**config.mk**
```make
export PLATFORM = sky130hd
export DESIGN_NAME = uart_rx_ex
export DESIGN_NICKNAME = d
export VERILOG_FILES = /design/src/rtl/uart_rx_ex_pkg.sv /design/src/rtl/uart_rx_ex_fifo.sv /design/src/rtl/uart_rx_ex.sv
export SDC_FILE = /design/constraint.sdc
export NUM_CORES = 1
export LEC_CHECK = 0
export CORE_ASPECT_RATIO = 1.1
export CORE_MARGIN = 4
export CORE_UTILIZATION = 45
export DETAILED_ROUTE_END_ITERATION = 12
export SYNTH_ARGS = -nofsm -noshare
export SYNTH_HDL_FRONTEND = slang
export SYNTH_SLANG_ARGS = --single-unit
```
**constraint.sdc**
```tcl
create_clock -name i_clock -period 4.8 [get_ports i_clock]
set_input_delay 0.96 -clock i_clock [delete_from_list [all_inputs] [get_ports i_clock]]
set_output_delay 0.96 -clock i_clock [all_outputs]
set_load 0.02 [all_outputs]
```
**src/rtl/uart_rx_ex_pkg.sv**
```systemverilog
// rtl/uart_rx_ex_pkg.sv - shared types and constants for the uart_rx_ex receiver
//
// Purpose: register addresses, parity/FSM enums, status/config bit positions
//          and the FIFO entry layout used by uart_rx_ex and uart_rx_ex_fifo.
// Ports:   none (package).
package uart_rx_ex_pkg;

  // Register map
  localparam logic [1:0] ADDR_DATA   = 2'd0;
  localparam logic [1:0] ADDR_STATUS = 2'd1;
  localparam logic [1:0] ADDR_CONFIG = 2'd2;
  localparam logic [1:0] ADDR_THRESH = 2'd3;

  // FIFO entry: {frame_err, parity_err, data[8:0]}
  localparam int ENTRY_W = 11;

  // Data register read fields
  localparam int          RD_PAR_ERR    = 9;
  localparam int          RD_FRAME_ERR  = 10;
  localparam logic [31:0] RD_EMPTY_WORD = 32'h8000_0000;

  // Status register fields
  localparam int STAT_EMPTY     = 0;
  localparam int STAT_FULL      = 1;
  localparam int STAT_OVERRUN   = 2;
  localparam int STAT_TIMEOUT   = 3;
  localparam int STAT_LEVEL_LSB = 16;

  // Config register fields
  localparam int CFG_DIV_LSB    = 0;
  localparam int CFG_PARITY_LSB = 16;
  localparam int CFG_TWO_STOP   = 18;
  localparam int CFG_IRQ_EN     = 19;

  // Divisors below this cannot produce a tick train, so writes are clamped up.
  localparam logic [15:0] MIN_DIVISOR = 16'd2;

  typedef enum logic [1:0] {
    PAR_NONE = 2'b00,
    PAR_EVEN = 2'b01,
    PAR_ODD  = 2'b10
  } parity_e;

  typedef enum logic [2:0] {
    ST_IDLE   = 3'd0,
    ST_START  = 3'd1,
    ST_DATA   = 3'd2,
    ST_PARITY = 3'd3,
    ST_STOP1  = 3'd4,
    ST_STOP2  = 3'd5
  } rx_state_e;

  // The raw config field keeps all four encodings for readback; 2'b11 acts as none.
  function automatic parity_e decode_parity(input logic [1:0] raw);
    case (raw)
      2'b01:   return PAR_EVEN;
      2'b10:   return PAR_ODD;
      default: return PAR_NONE;
    endcase
  endfunction

endpackage

```
**src/rtl/uart_rx_ex_fifo.sv**
```systemverilog
// rtl/uart_rx_ex_fifo.sv - show-ahead receive FIFO with drop-on-full reporting
//
// Purpose: synchronous FIFO of ENTRY_W-bit received-frame entries. The head
//          entry is always visible on pop_data (show-ahead).
// Ports:
//   i_clock, i_reset   clock, synchronous active-high reset
//   push, push_data    write an entry (dropped when full unless popping too)
//   pop                remove the head entry (ignored when empty)
//   pop_data           current head entry
//   empty, full, level occupancy
//   dropped            1-cycle pulse when a push was discarded
module uart_rx_ex_fifo
  import uart_rx_ex_pkg::*;
#(
  parameter int DEPTH = 16
) (
  input  logic                     i_clock,
  input  logic                     i_reset,
  input  logic                     push,
  input  logic [ENTRY_W-1:0]       push_data,
  input  logic                     pop,
  output logic [ENTRY_W-1:0]       pop_data,
  output logic                     empty,
  output logic                     full,
  output logic [$clog2(DEPTH):0]   level,
  output logic                     dropped
);

  localparam int AW = $clog2(DEPTH);

  logic [ENTRY_W-1:0] mem [DEPTH];
  logic [AW-1:0]      wr_ptr;
  logic [AW-1:0]      rd_ptr;
  logic               do_pop;
  logic               do_push;

  assign empty   = (level == '0);
  assign full    = (level == (AW+1)'(DEPTH));
  assign do_pop  = pop && !empty;
  // A simultaneous pop frees a slot first, so a push into a full FIFO still lands.
  assign do_push = push && (!full || do_pop);
  assign dropped = push && !do_push;

  assign pop_data = mem[rd_ptr];

  always_ff @(posedge i_clock) begin
    if (i_reset) begin
      wr_ptr <= '0;
      rd_ptr <= '0;
      level  <= '0;
    end else begin
      if (do_push) wr_ptr <= wr_ptr + 1'b1;
      if (do_pop)  rd_ptr <= rd_ptr + 1'b1;
      case ({do_push, do_pop})
        2'b10:   level <= level + 1'b1;
        2'b01:   level <= level - 1'b1;
        default: ;
      endcase
    end
  end

  always_ff @(posedge i_clock) begin
    if (do_push) mem[wr_ptr] <= push_data;
  end

endmodule

```
**src/rtl/uart_rx_ex.sv**
```systemverilog
// rtl/uart_rx_ex.sv - configurable 16x-oversampling UART receiver with FIFO and IRQ
//
// Purpose: receives serial frames (DATA_BITS data, optional parity, 1 or 2
//          stop bits) using a 3-sample majority vote per bit, queues them with
//          per-entry parity/framing flags, and raises a level interrupt.
// Optional: define UART_RX_TIMEOUT_EN to add the idle receive-timeout flag.
// Ports:
//   i_clock, i_reset       clock, synchronous active-high reset
//   i_request, i_rw        bus request (held until o_ready), 1 = write
//   i_address, i_wdata     register select, write data
//   o_rdata, o_ready       read data and completion (1 cycle after request)
//   o_interrupt            registered level interrupt
//   UART_RX                asynchronous serial input
module uart_rx_ex
  import uart_rx_ex_pkg::*;
#(
  parameter int          DATA_BITS     = 8,
  parameter int          FIFO_DEPTH    = 16,
  parameter logic [15:0] RESET_DIVISOR = 16'd325
) (
  input  logic        i_clock,
  input  logic        i_reset,
  input  logic        i_request,
  input  logic        i_rw,
  input  logic [1:0]  i_address,
  input  logic [31:0] i_wdata,
  output logic [31:0] o_rdata,
  output logic        o_ready,
  output logic        o_interrupt,
  input  logic        UART_RX
);

  localparam int         LVL_W    = $clog2(FIFO_DEPTH) + 1;
  localparam logic [3:0] LAST_BIT = 4'(DATA_BITS - 1);

  // ---------------- input synchronizer and edge detect ----------------
  logic rx_meta, rx_sync, rx_prev, rx_fall;

  always_ff @(posedge i_clock) begin
    if (i_reset) begin
      rx_meta <= 1'b1;
      rx_sync <= 1'b1;
      rx_prev <= 1'b1;
    end else begin
      rx_meta <= UART_RX;
      rx_sync <= rx_meta;
      rx_prev <= rx_sync;
    end
  end

  assign rx_fall = rx_prev && !rx_sync;

  // ---------------- bus decode ----------------
  // o_ready is the registered request, so a low o_ready with a high request
  // marks the first cycle of a transaction: the only cycle with side effects.
  logic req_start, bus_rd, bus_wr;
  logic cfg_wr, thr_wr, fifo_pop, stat_rd;

  assign req_start = i_request && !o_ready;
  assign bus_rd    = req_start && !i_rw;
  assign bus_wr    = req_start && i_rw;
  assign cfg_wr    = bus_wr && (i_address == ADDR_CONFIG);
  assign thr_wr    = bus_wr && (i_address == ADDR_THRESH);
  assign fifo_pop  = bus_rd && (i_address == ADDR_DATA);
  assign stat_rd   = bus_rd && (i_address == ADDR_STATUS);

  // ---------------- configuration registers ----------------
  logic [15:0] divisor;
  logic [1:0]  parity_raw;
  logic        two_stop;
  logic        irq_en;
  logic [7:0]  threshold;
  logic [15:0] div_clamped;
  logic [7:0]  thr_clamped;
  parity_e     parity_mode;
  logic        parity_on;
  logic        unused_wdata;

  assign div_clamped  = (i_wdata[15:0] < MIN_DIVISOR) ? MIN_DIVISOR : i_wdata[15:0];
  assign thr_clamped  = (i_wdata[7:0] == 8'd0) ? 8'd1 : i_wdata[7:0];
  assign parity_mode  = decode_parity(parity_raw);
  assign parity_on    = (parity_mode != PAR_NONE);
  assign unused_wdata = ^i_wdata[31:20];

  always_ff @(posedge i_clock) begin
    if (i_reset) begin
      divisor    <= RESET_DIVISOR;
      parity_raw <= 2'b00;
      two_stop   <= 1'b0;
      irq_en     <= 1'b0;
      threshold  <= 8'd1;
    end else begin
      if (cfg_wr) begin
        divisor    <= div_clamped;
        parity_raw <= i_wdata[CFG_PARITY_LSB +: 2];
        two_stop   <= i_wdata[CFG_TWO_STOP];
        irq_en     <= i_wdata[CFG_IRQ_EN];
      end
      if (thr_wr) threshold <= thr_clamped;
    end
  end

  // ---------------- oversample tick ----------------
  logic [15:0] tick_cnt;
  logic        tick;

  assign tick = (tick_cnt == 16'd0);

  always_ff @(posedge i_clock) begin
    if (i_reset)              tick_cnt <= RESET_DIVISOR - 16'd1;
    else if (cfg_wr)          tick_cnt <= div_clamped - 16'd1;
    else if (tick)            tick_cnt <= divisor - 16'd1;
    else                      tick_cnt <= tick_cnt - 16'd1;
  end

  // ---------------- receive FSM ----------------
  rx_state_e              state, state_next;
  logic [3:0]             samp_cnt;
  logic [3:0]             bit_cnt;
  logic [DATA_BITS-1:0]   data_r;
  logic                   samp7, samp8;
  logic                   par_err;
  logic                   ferr_r;
  logic                   maj, exp_par;
  logic                   eval_tick, end_tick;
  logic                   fsm_push, push_ferr;
  logic [8:0]             data9;
  logic [ENTRY_W-1:0]     push_entry;

  // Bit value is decided on the tick-9 sample using the stored 7 and 8 samples.
  assign maj       = (samp7 & samp8) | (samp7 & rx_sync) | (samp8 & rx_sync);
  assign eval_tick = tick && (samp_cnt == 4'd9);
  assign end_tick  = tick && (samp_cnt == 4'd15);
  assign exp_par   = (parity_mode == PAR_ODD) ? ~^data_r : ^data_r;
  assign data9     = 9'(data_r);
  assign push_entry = {push_ferr, par_err, data9};

  always_ff @(posedge i_clock) begin
    if (i_reset) state <= ST_IDLE;
    else         state <= state_next;
  end

  always_comb begin
    state_next = state;
    fsm_push   = 1'b0;
    push_ferr  = 1'b0;
    case (state)
      ST_IDLE: begin
        if (rx_fall) state_next = ST_START;
      end
      ST_START: begin
        if (eval_tick && maj)  state_next = ST_IDLE;
        else if (end_tick)     state_next = ST_DATA;
      end
      ST_DATA: begin
        if (end_tick && (bit_cnt == LAST_BIT))
          state_next = parity_on ? ST_PARITY : ST_STOP1;
      end
      ST_PARITY: begin
        if (end_tick) state_next = ST_STOP1;
      end
      ST_STOP1: begin
        // Leaving at tick 9 of the last stop bit leaves time to catch the
        // next start edge of a back-to-back frame.
        if (eval_tick && !two_stop) begin
          fsm_push   = 1'b1;
          push_ferr  = !maj;
          state_next = ST_IDLE;
        end else if (end_tick) begin
          state_next = two_stop ? ST_STOP2 : ST_IDLE;
        end
      end
      ST_STOP2: begin
        if (eval_tick) begin
          fsm_push   = 1'b1;
          push_ferr  = ferr_r | !maj;
          state_next = ST_IDLE;
        end
      end
      default: state_next = ST_IDLE;
    endcase
  end

  always_ff @(posedge i_clock) begin
    if (i_reset) begin
      samp_cnt <= 4'd0;
      bit_cnt  <= 4'd0;
      data_r   <= '0;
      samp7    <= 1'b1;
      samp8    <= 1'b1;
      par_err  <= 1'b0;
      ferr_r   <= 1'b0;
    end else if (state == ST_IDLE) begin
      if (rx_fall) begin
        samp_cnt <= 4'd0;
        bit_cnt  <= 4'd0;
        data_r   <= '0;
        par_err  <= 1'b0;
        ferr_r   <= 1'b0;
      end
    end else if (tick) begin
      samp_cnt <= samp_cnt + 4'd1;
      if (samp_cnt == 4'd7) samp7 <= rx_sync;
      if (samp_cnt == 4'd8) samp8 <= rx_sync;
      if (samp_cnt == 4'd9) begin
        case (state)
          ST_DATA: begin
            for (int i = 0; i < DATA_BITS; i++)
              if (bit_cnt == 4'(i)) data_r[i] <= maj;
          end
          ST_PARITY: par_err <= (maj != exp_par);
          ST_STOP1:  ferr_r  <= !maj;
          default: ;
        endcase
      end
      if ((samp_cnt == 4'd15) && (state == ST_DATA)) bit_cnt <= bit_cnt + 4'd1;
    end
  end

  // ---------------- FIFO ----------------
  logic [ENTRY_W-1:0] fifo_dout;
  logic               fifo_empty, fifo_full, fifo_drop;
  logic [LVL_W-1:0]   fifo_level;
  logic [8:0]         level9;
  logic [7:0]         level8;

  uart_rx_ex_fifo #(
    .DEPTH (FIFO_DEPTH)
  ) u_fifo (
    .i_clock   (i_clock),
    .i_reset   (i_reset),
    .push      (fsm_push),
    .push_data (push_entry),
    .pop       (fifo_pop),
    .pop_data  (fifo_dout),
    .empty     (fifo_empty),
    .full      (fifo_full),
    .level     (fifo_level),
    .dropped   (fifo_drop)
  );

  // A 256-deep FIFO can hold a level that does not fit the 8-bit status field.
  assign level9 = 9'(fifo_level);
  assign level8 = level9[8] ? 8'hFF : level9[7:0];

  // ---------------- overrun ----------------
  logic overrun;

  always_ff @(posedge i_clock) begin
    if (i_reset) overrun <= 1'b0;
    else         overrun <= fifo_drop | (overrun & ~stat_rd);
  end

  // ---------------- receive timeout ----------------
  logic timeout_flag;

`ifdef UART_RX_TIMEOUT_EN
  localparam logic [7:0] TIMEOUT_BITS = 8'(4 * (DATA_BITS + 2));

  logic [3:0] to_tick_cnt;
  logic [7:0] to_bit_cnt;

  always_ff @(posedge i_clock) begin
    if (i_reset) begin
      to_tick_cnt  <= 4'd0;
      to_bit_cnt   <= 8'd0;
      timeout_flag <= 1'b0;
    end else if (fifo_empty || fifo_pop) begin
      to_tick_cnt  <= 4'd0;
      to_bit_cnt   <= 8'd0;
      timeout_flag <= 1'b0;
    end else begin
      if ((state == ST_IDLE) && rx_fall) begin
        to_tick_cnt <= 4'd0;
        to_bit_cnt  <= 8'd0;
      end else if ((state == ST_IDLE) && tick) begin
        to_tick_cnt <= to_tick_cnt + 4'd1;
        if ((to_tick_cnt == 4'd15) && (to_bit_cnt != TIMEOUT_BITS))
          to_bit_cnt <= to_bit_cnt + 8'd1;
      end
      if (to_bit_cnt == TIMEOUT_BITS) timeout_flag <= 1'b1;
    end
  end
`else
  assign timeout_flag = 1'b0;
`endif

  // ---------------- read mux and bus response ----------------
  logic [31:0] rdata_next;

  always_comb begin
    rdata_next = 32'd0;
    case (i_address)
      ADDR_DATA: rdata_next = fifo_empty ? RD_EMPTY_WORD : 32'(fifo_dout);
      ADDR_STATUS: begin
        rdata_next[STAT_EMPTY]              = fifo_empty;
        rdata_next[STAT_FULL]               = fifo_full;
        rdata_next[STAT_OVERRUN]            = overrun;
        rdata_next[STAT_TIMEOUT]            = timeout_flag;
        rdata_next[STAT_LEVEL_LSB +: 8]     = level8;
      end
      ADDR_CONFIG: begin
        rdata_next[CFG_DIV_LSB +: 16]       = divisor;
        rdata_next[CFG_PARITY_LSB +: 2]     = parity_raw;
        rdata_next[CFG_TWO_STOP]            = two_stop;
        rdata_next[CFG_IRQ_EN]              = irq_en;
      end
      default: rdata_next[7:0] = threshold;
    endcase
  end

  always_ff @(posedge i_clock) begin
    if (i_reset) begin
      o_ready     <= 1'b0;
      o_rdata     <= 32'd0;
      o_interrupt <= 1'b0;
    end else begin
      o_ready <= i_request;
      if (bus_rd) o_rdata <= rdata_next;
      o_interrupt <= irq_en && ((level9 >= {1'b0, threshold}) || overrun || timeout_flag);
    end
  end

endmodule
```
## Word level (Yosys, flattened, before mapping)

Memories as Yosys holds them, arrays and structs flattened. A register that Yosys moved wholly into a read port is not among the register bits.
Index checks and enable logic that the tools add are counted.
W data, S select, Z words.

- Register bits: 118
- Bits in latches: 0
- RAM bits: 160
- Bits in read-only memories: 0
- Input bits: 39
- Output and inout bits: 34
- Word-level logic and storage cells: 215
- Memories kept: 1

Memories:

| memory | words | width | rd ports | clocked after Yosys merged registers in | wr ports | RTL line | source |
|---|---|---|---|---|---|---|---|
| u_fifo.mem | 16 | 10 | 1 | 1 | 1 | uart_rx_ex_fifo.sv:31 | `logic [ENTRY_W-1:0] mem [DEPTH];` |

- $add $sub $neg: 9
- $mul: 0
- Divide/modulo/power cells: 0
- Magnitude comparators: 2
- Equality and inequality tests: 32
- Shift operators: 0
- Mux-type cells: 63
- Bitwise gates (word level): 10
- Reductions and logical operators: 67

Operators with widths:

| kind | count |
|---|---|
| $mux W8 | 7 |
| $mux W16 | 3 |
| $sub A16 B1 Y16 const B | 3 |
| $reduce_and A5 Y1 | 8 |
| $pmux W4 S3 | 3 |
| $mux W32 | 1 |
| $mux W4 | 8 |
| $reduce_bool A2 Y1 | 16 |
| $mux W3 | 10 |
| $mux W1 | 24 |
| $eq A4 B3 Y1 const B | 5 |
| $logic_and A1 B1 Y1 | 18 |
| $pmux W3 S6 | 1 |
| $add A4 B1 Y4 const B | 4 |
| $logic_not A16 Y1 | 1 |
| $lt A16 B2 Y1 const B | 1 |
| $pmux W8 S2 | 1 |
| $eq A4 B4 Y1 const B | 3 |
| $eq A2 B2 Y1 const B | 5 |
| $pmux W5 S2 | 1 |
| $reduce_and A3 Y1 | 3 |
| $eq A4 B2 Y1 const B | 2 |
| $ge A5 B8 Y1 | 1 |
| $logic_not A1 Y1 | 8 |
| other kinds (28) | 46 |

## Logic depth before layout (Yosys ltp)

- Depth in word-level cells: 10
- Depth in mapped cells: 15
- Mapped depth without buffers: 15

## Hierarchy

Synthesis repeated with hierarchy kept, for this count alone.

- Cell total of the unflattened synthesis: 1024
- Area total of the unflattened synthesis: 12522.0 µm²

Modules (own cells, without submodules):

| module | instances | cells each | area each (µm²) | sequential area each (µm²) |
|---|---|---|---|---|
| uart_rx_ex_fifo | 1 | 393 | 7583.5 | 5625.4 |
| uart_rx_ex | 1 | 631 | 4938.5 | 1901.8 |

## Worst setup path before layout

No wires, ideal clock.

- Path kind: in2reg
- From: input port i_rw
- To: register u_fifo.level[4]
- Setup time: 0.070 ns
- Arrival: 3.595 ns
- Required time: 4.730 ns
- Setup slack: 1.135 ns
- Cell stages on the path: 11
- Path buffers: 0
- Cell sequence: nor3b_1 a21oi_1 nor4_2 inv_1 ha_1 ha_1 a21o_1 a21oi_1 xnor2_1 or3_1 a21oi_1

- Longest elaborated chain between the ends: 8
- Elaborated cells on any way between the ends: 10
- Classes of those cells: 2 x eq/ne; 1 x mux; 7 x reduce/logical

Ends and longest elaborated chain:

| what | RTL line | source |
|---|---|---|
| start: declaration | uart_rx_ex.sv:24 | `input logic i_rw,` |
| $logic_not A1 Y1 * | uart_rx_ex.sv:60 | `assign bus_rd = req_start && !i_rw;` |
| $logic_and A1 B1 Y1 * | uart_rx_ex.sv:60 |  |
| $logic_and A1 B1 Y1 * | uart_rx_ex.sv:64 | `assign fifo_pop = bus_rd && (i_address == ADDR_DATA);` |
| $logic_and A1 B1 Y1 * | uart_rx_ex_fifo.sv:39 | `assign do_pop = pop && !empty;` |
| $logic_or A1 B1 Y1 | uart_rx_ex_fifo.sv:41 | `assign do_push = push && (!full \|\| do_pop);` |
| $logic_and A1 B1 Y1 | uart_rx_ex_fifo.sv:41 |  |
| $eq A2 B1 Y1 / $eq A2 B2 Y1 (equally long branches) | uart_rx_ex_fifo.sv:54 | `case ({do_push, do_pop})` |
| $pmux W5 S2 / $reduce_bool A2 Y1 (equally long branches) | -- |  |
| end signal: assignment | uart_rx_ex_fifo.sv:55 | `2'b10: level <= level + 1'b1;` |
| end signal: assignment | uart_rx_ex_fifo.sv:56 | `2'b01: level <= level - 1'b1;` |
| end: declaration | uart_rx_ex_fifo.sv:25 | `output logic [$clog2(DEPTH):0] level,` |

Every way passes the cells marked *; elsewhere a longest branch is shown, timed or not.
A chain may end at the register's enable or synchronous reset.

## Worst setup path in the final report

- From: input port i_address[0]
- To: register tick_cnt[12]

- Longest elaborated chain between the ends: 3

Ends and longest elaborated chain:

| what | RTL line | source |
|---|---|---|
| start: declaration | uart_rx_ex.sv:25 | `input logic [1:0] i_address,` |
| $eq A2 B2 Y1 | uart_rx_ex.sv:62 | `assign cfg_wr = bus_wr && (i_address == ADDR_CONFIG);` |
| $logic_and A1 B1 Y1 | uart_rx_ex.sv:62 |  |
| $mux W16 | uart_rx_ex.sv:111 | `else if (cfg_wr) tick_cnt <= div_clamped - 16'd1;` |
| end signal: assignment | uart_rx_ex.sv:111 |  |
| end signal: assignment | uart_rx_ex.sv:112 | `else if (tick) tick_cnt <= divisor - 16'd1;` |
| end signal: assignment | uart_rx_ex.sv:113 | `else tick_cnt <= tick_cnt - 16'd1;` |
| end: declaration | uart_rx_ex.sv:104 | `logic [15:0] tick_cnt;` |

Every way passes these cells.

==> metrics.txt <==
internal power=3.96 mW; Total Nets Final=1106; row cnt=62; wire length of the first global-routing pass=43000 um; share of total power consumed by net switching=0.228; CTS H-Tree Depth=1; flops & latches, synth=272; pin count of the biggest net entering global routing=74; DRC violations left=0; CTS tree=yes; power spent charging and discharging nets=1.17 mW; maximum buffer depth of the clock tree=3; logic gate share of total power=0.072; post-synthesis cell area=0.0120 mm2; worst-case vdd ir drop=0.246 mV; sequential share of power=0.491; number of antenna violations at the first check in global routing=0; pins over their slew limit=0; number of resized instances in the post-cts repair step=0; synthesized instance count=980; leakage power of the design=4.60 nW; average wire length per cell after detail routing=19.3 um; Avg Synthesized Cell Area=12.2 um2; antenna diode instance count=0; accumulated negative setup slack=0 ns; Max Clock Skew=0.0135 ns; total CTS buffers=29; fin crit share=0.793; core outline area=0.0261 mm2; worst hold path type=flip-flop to flip-flop; CTS Sinks=272; Synth top area share=0.401; number of distinct library cells after synthesis=76; total vias in the final route=7881; worst-case headroom to the max-slew limit=0.281; async set-or-reset flop fraction in the synthesized netlist=0; via density per instance=5.58; num ports=73; CTS Hold Bufs=0; required time worst endpoint=5.27 ns; initial DRC count=695; final weighted congestion of routability-driven global placement=0.808; number of optimization iterations in the first detailed-route pass=5; layout cells sized above 1=0.142; Die X-Extent=164 um; slew at the pin closest to its max-slew limit=1.08 ns; max-cap check violation count=0; DRT antenna net count=0; nature of the critical path startpoint=input pin; Critical Path AT=4.28 ns; Layout area overhead=15.6%; cell types occupying the most area after synthesis=sky130_fd_sc_hd__edfxtp_1 40%, sky130_fd_sc_hd__dfxtp_1 19%, sky130_fd_sc_hd__mux4_2 8.1%; Worst Path Max Fanout=14; initial standard-cell utilization of the core=0.458; timing-limited maximum frequency=263 MHz; endpoint kind of the worst setup timing path=flip-flop; Hold Worst Slack=0.406 ns; critical path start-end classification=input pin to flip-flop; run status=completed; shortest period the worst path allows=3.81 ns; overall fraction of global-route tracks in use=0.187; total of buffers placed on input and output ports=50; die extent in y=179 um; clock latency reported for the late side of the worst-skew pair=0.55 ns; post-detail-place hpwl=18300 um; number of failing setup endpoints in the final timing report=0; synth warn=0; PD cells=371 mW/mm2; post-synthesis sequential area ratio=0.588; sum of routed wire length over all layers=27300 um; library cell used as clock root buffer=sky130_fd_sc_hd__clkbuf_16; top_reg_cell synth=sky130_fd_sc_hd__edfxtp_1; Clock Pin Slew Worst Setup and Hold Paths=0.06 ns; vias in the first global route=7660; fraction of power consumed by the clock network=0.437; largest area contributor in the synthesized netlist=sky130_fd_sc_hd__edfxtp_1; number of synthesized flops with an enable pin=160; sum of overflow across all layers after global routing=0; total die area=0.0293 mm2; Hold Fails Final Rpt=0; unrepaired setup endpoints after global routing=no; setup fix buffers added after clock tree synthesis=0
-- area by class of cell --
type,count,area [um2]
clock inverter,11,121
sequential,272,7050
clock buffer,43,860
fill,2292,12300
tap,352,440
multi-input combinational,630,4550
timing repair buffer,83,746
inverter,22,82.6
-- layer usage --
layer | global-route usage | up-vias | share of wire
met5 | 0 | - | 0
met4 | 0.0563 | 0 | 0.027
met3 | 0.0235 | 49 | 0.042
met2 | 0.314 | 176 | 0.48
met1 | 0.256 | 3899 | 0.45
li1 | - | 3757 | -
-- power groups by stage --
stage | clock (mW) | combinational (mW) | sequential, mW
after global routing | 2.40 | 0.416 | 2.53
after floorplan | 0 | 0.281 | 2.55
after detailed placement | 0 | 0.371 | 2.57
after global placement | 0 | 0.366 | 2.57
after CTS | 2.30 | 0.373 | 2.52
final | 2.24 | 0.372 | 2.52
-- path summary, 6_finish.rpt --
path	start	end	slack [ns]	depth (start not counted)
setup / recovery	i_address[0]	tick_cnt[12]$_SDFF_PP0_	0.99	13
hold / removal	rx_meta$_SDFF_PP1_	rx_sync$_SDFF_PP1_	0.41	1
hold reg to reg	rx_meta$_SDFF_PP1_	rx_sync$_SDFF_PP1_	0.41	1
setup reg to reg	tick_cnt[5]$_SDFF_PP0_	u_fifo.level[4]$_SDFFE_PP0P_	1.22	13
-- state kept, by name, indices dropped and copies added (netlist names), 2 cells and up, named ones only --
| signal | cells |
|---|---|
| u_fifo.rd_ptr | 4 |
| bit_cnt | 4 |
| tick_cnt | 16 |
| divisor | 16 |
| state | 3 |
| threshold | 8 |
| u_fifo.mem | 160 |
| samp_cnt | 4 |
| o_rdata | 22 |
| parity_raw | 2 |
| u_fifo.level | 5 |
| u_fifo.wr_ptr | 4 |
| data_r | 8 |
-- kinds of logic (layout without fill, tap and decap cells) --
| logic type | count (synthesis) | after routing | share of synthesized area |
|---|---|---|---|
| other cells | 1 | 10 | 0.000313 |
| fa+ha+maj | 30 | 30 | 0.0317 |
| flops | 272 | 272 | 0.588 |
| simple gates | 298 | 298 | 0.124 |
| buf+inv | 87 | 159 | 0.0355 |
| compound gates | 207 | 207 | 0.107 |
| mux | 60 | 60 | 0.0951 |
| xor+xnor | 25 | 25 | 0.0183 |
-- critical path, cell delays in order --
cell	delay, ns
sky130_fd_sc_hd__clkdlybuf4s50_1	0.48
sky130_fd_sc_hd__inv_1	0.12
sky130_fd_sc_hd__ha_1	0.20
sky130_fd_sc_hd__buf_4	0.20
sky130_fd_sc_hd__nand4b_4	0.28
sky130_fd_sc_hd__and2_2	0.33
sky130_fd_sc_hd__a221oi_4	0.34
sky130_fd_sc_hd__ha_1	0.26
sky130_fd_sc_hd__inv_1	0.06
sky130_fd_sc_hd__a311oi_2	0.22
sky130_fd_sc_hd__nand3_1	0.22
sky130_fd_sc_hd__or4_1	0.45
sky130_fd_sc_hd__a21oi_1	0.15
-- synthesized netlist by cell type, drive strengths merged (7+ instances only) --
cell	number
a211oi	8
a21o	8
a21oi	101
a221oi	8
a31oi	16
and2	8
buf	24
clkbuf	40
dfxtp	112
edfxtp	160
ha	28
inv	22
mux2i	16
mux4	43
nand2	105
nand2b	7
nand3	27
nand4	9
nor2	59
nor2b	15
nor3	26
nor4	10
o21ai	30
xnor2	11
xor2	14
-- metrics by stage --
stage               area, um2   util  instances  setup slack [ns]  total power, mW
detailed placement      12900  0.492       1359             0.442             2.94
global route            13800  0.530       1413             0.792             5.35
floorplan               12000      -        989              1.13             2.83
finish                  13800  0.530       1413             0.992             5.14
global placement        12900  0.492       1359             0.493             2.94
CTS                     13800  0.530       1413             0.979             5.19
-- cells in the final DEF (no fill, tap or decap), types with 6 or more instances in the layout --
cell type,instances
sky130_fd_sc_hd__a221oi_1,7
sky130_fd_sc_hd__dfxtp_1,110
sky130_fd_sc_hd__nor2_1,59
sky130_fd_sc_hd__nor2b_1,15
sky130_fd_sc_hd__nor4_1,8
sky130_fd_sc_hd__nand3_1,26
sky130_fd_sc_hd__a31oi_1,15
sky130_fd_sc_hd__inv_1,22
sky130_fd_sc_hd__a21o_1,7
sky130_fd_sc_hd__nand2_1,104
sky130_fd_sc_hd__o21ai_0,28
sky130_fd_sc_hd__edfxtp_1,160
sky130_fd_sc_hd__buf_4,34
sky130_fd_sc_hd__conb_1,10
sky130_fd_sc_hd__a21oi_1,101
sky130_fd_sc_hd__clkdlybuf4s50_1,49
sky130_fd_sc_hd__a211oi_1,8
sky130_fd_sc_hd__ha_1,28
sky130_fd_sc_hd__mux4_2,43
sky130_fd_sc_hd__nor3_1,26
sky130_fd_sc_hd__nand2b_1,7
sky130_fd_sc_hd__xnor2_1,11
sky130_fd_sc_hd__clkinv_2,6
sky130_fd_sc_hd__clkbuf_8,8
sky130_fd_sc_hd__xor2_1,14
sky130_fd_sc_hd__nand4_1,9
sky130_fd_sc_hd__mux2i_1,16
sky130_fd_sc_hd__clkbuf_16,29
Power figures use the tool's default switching activity.
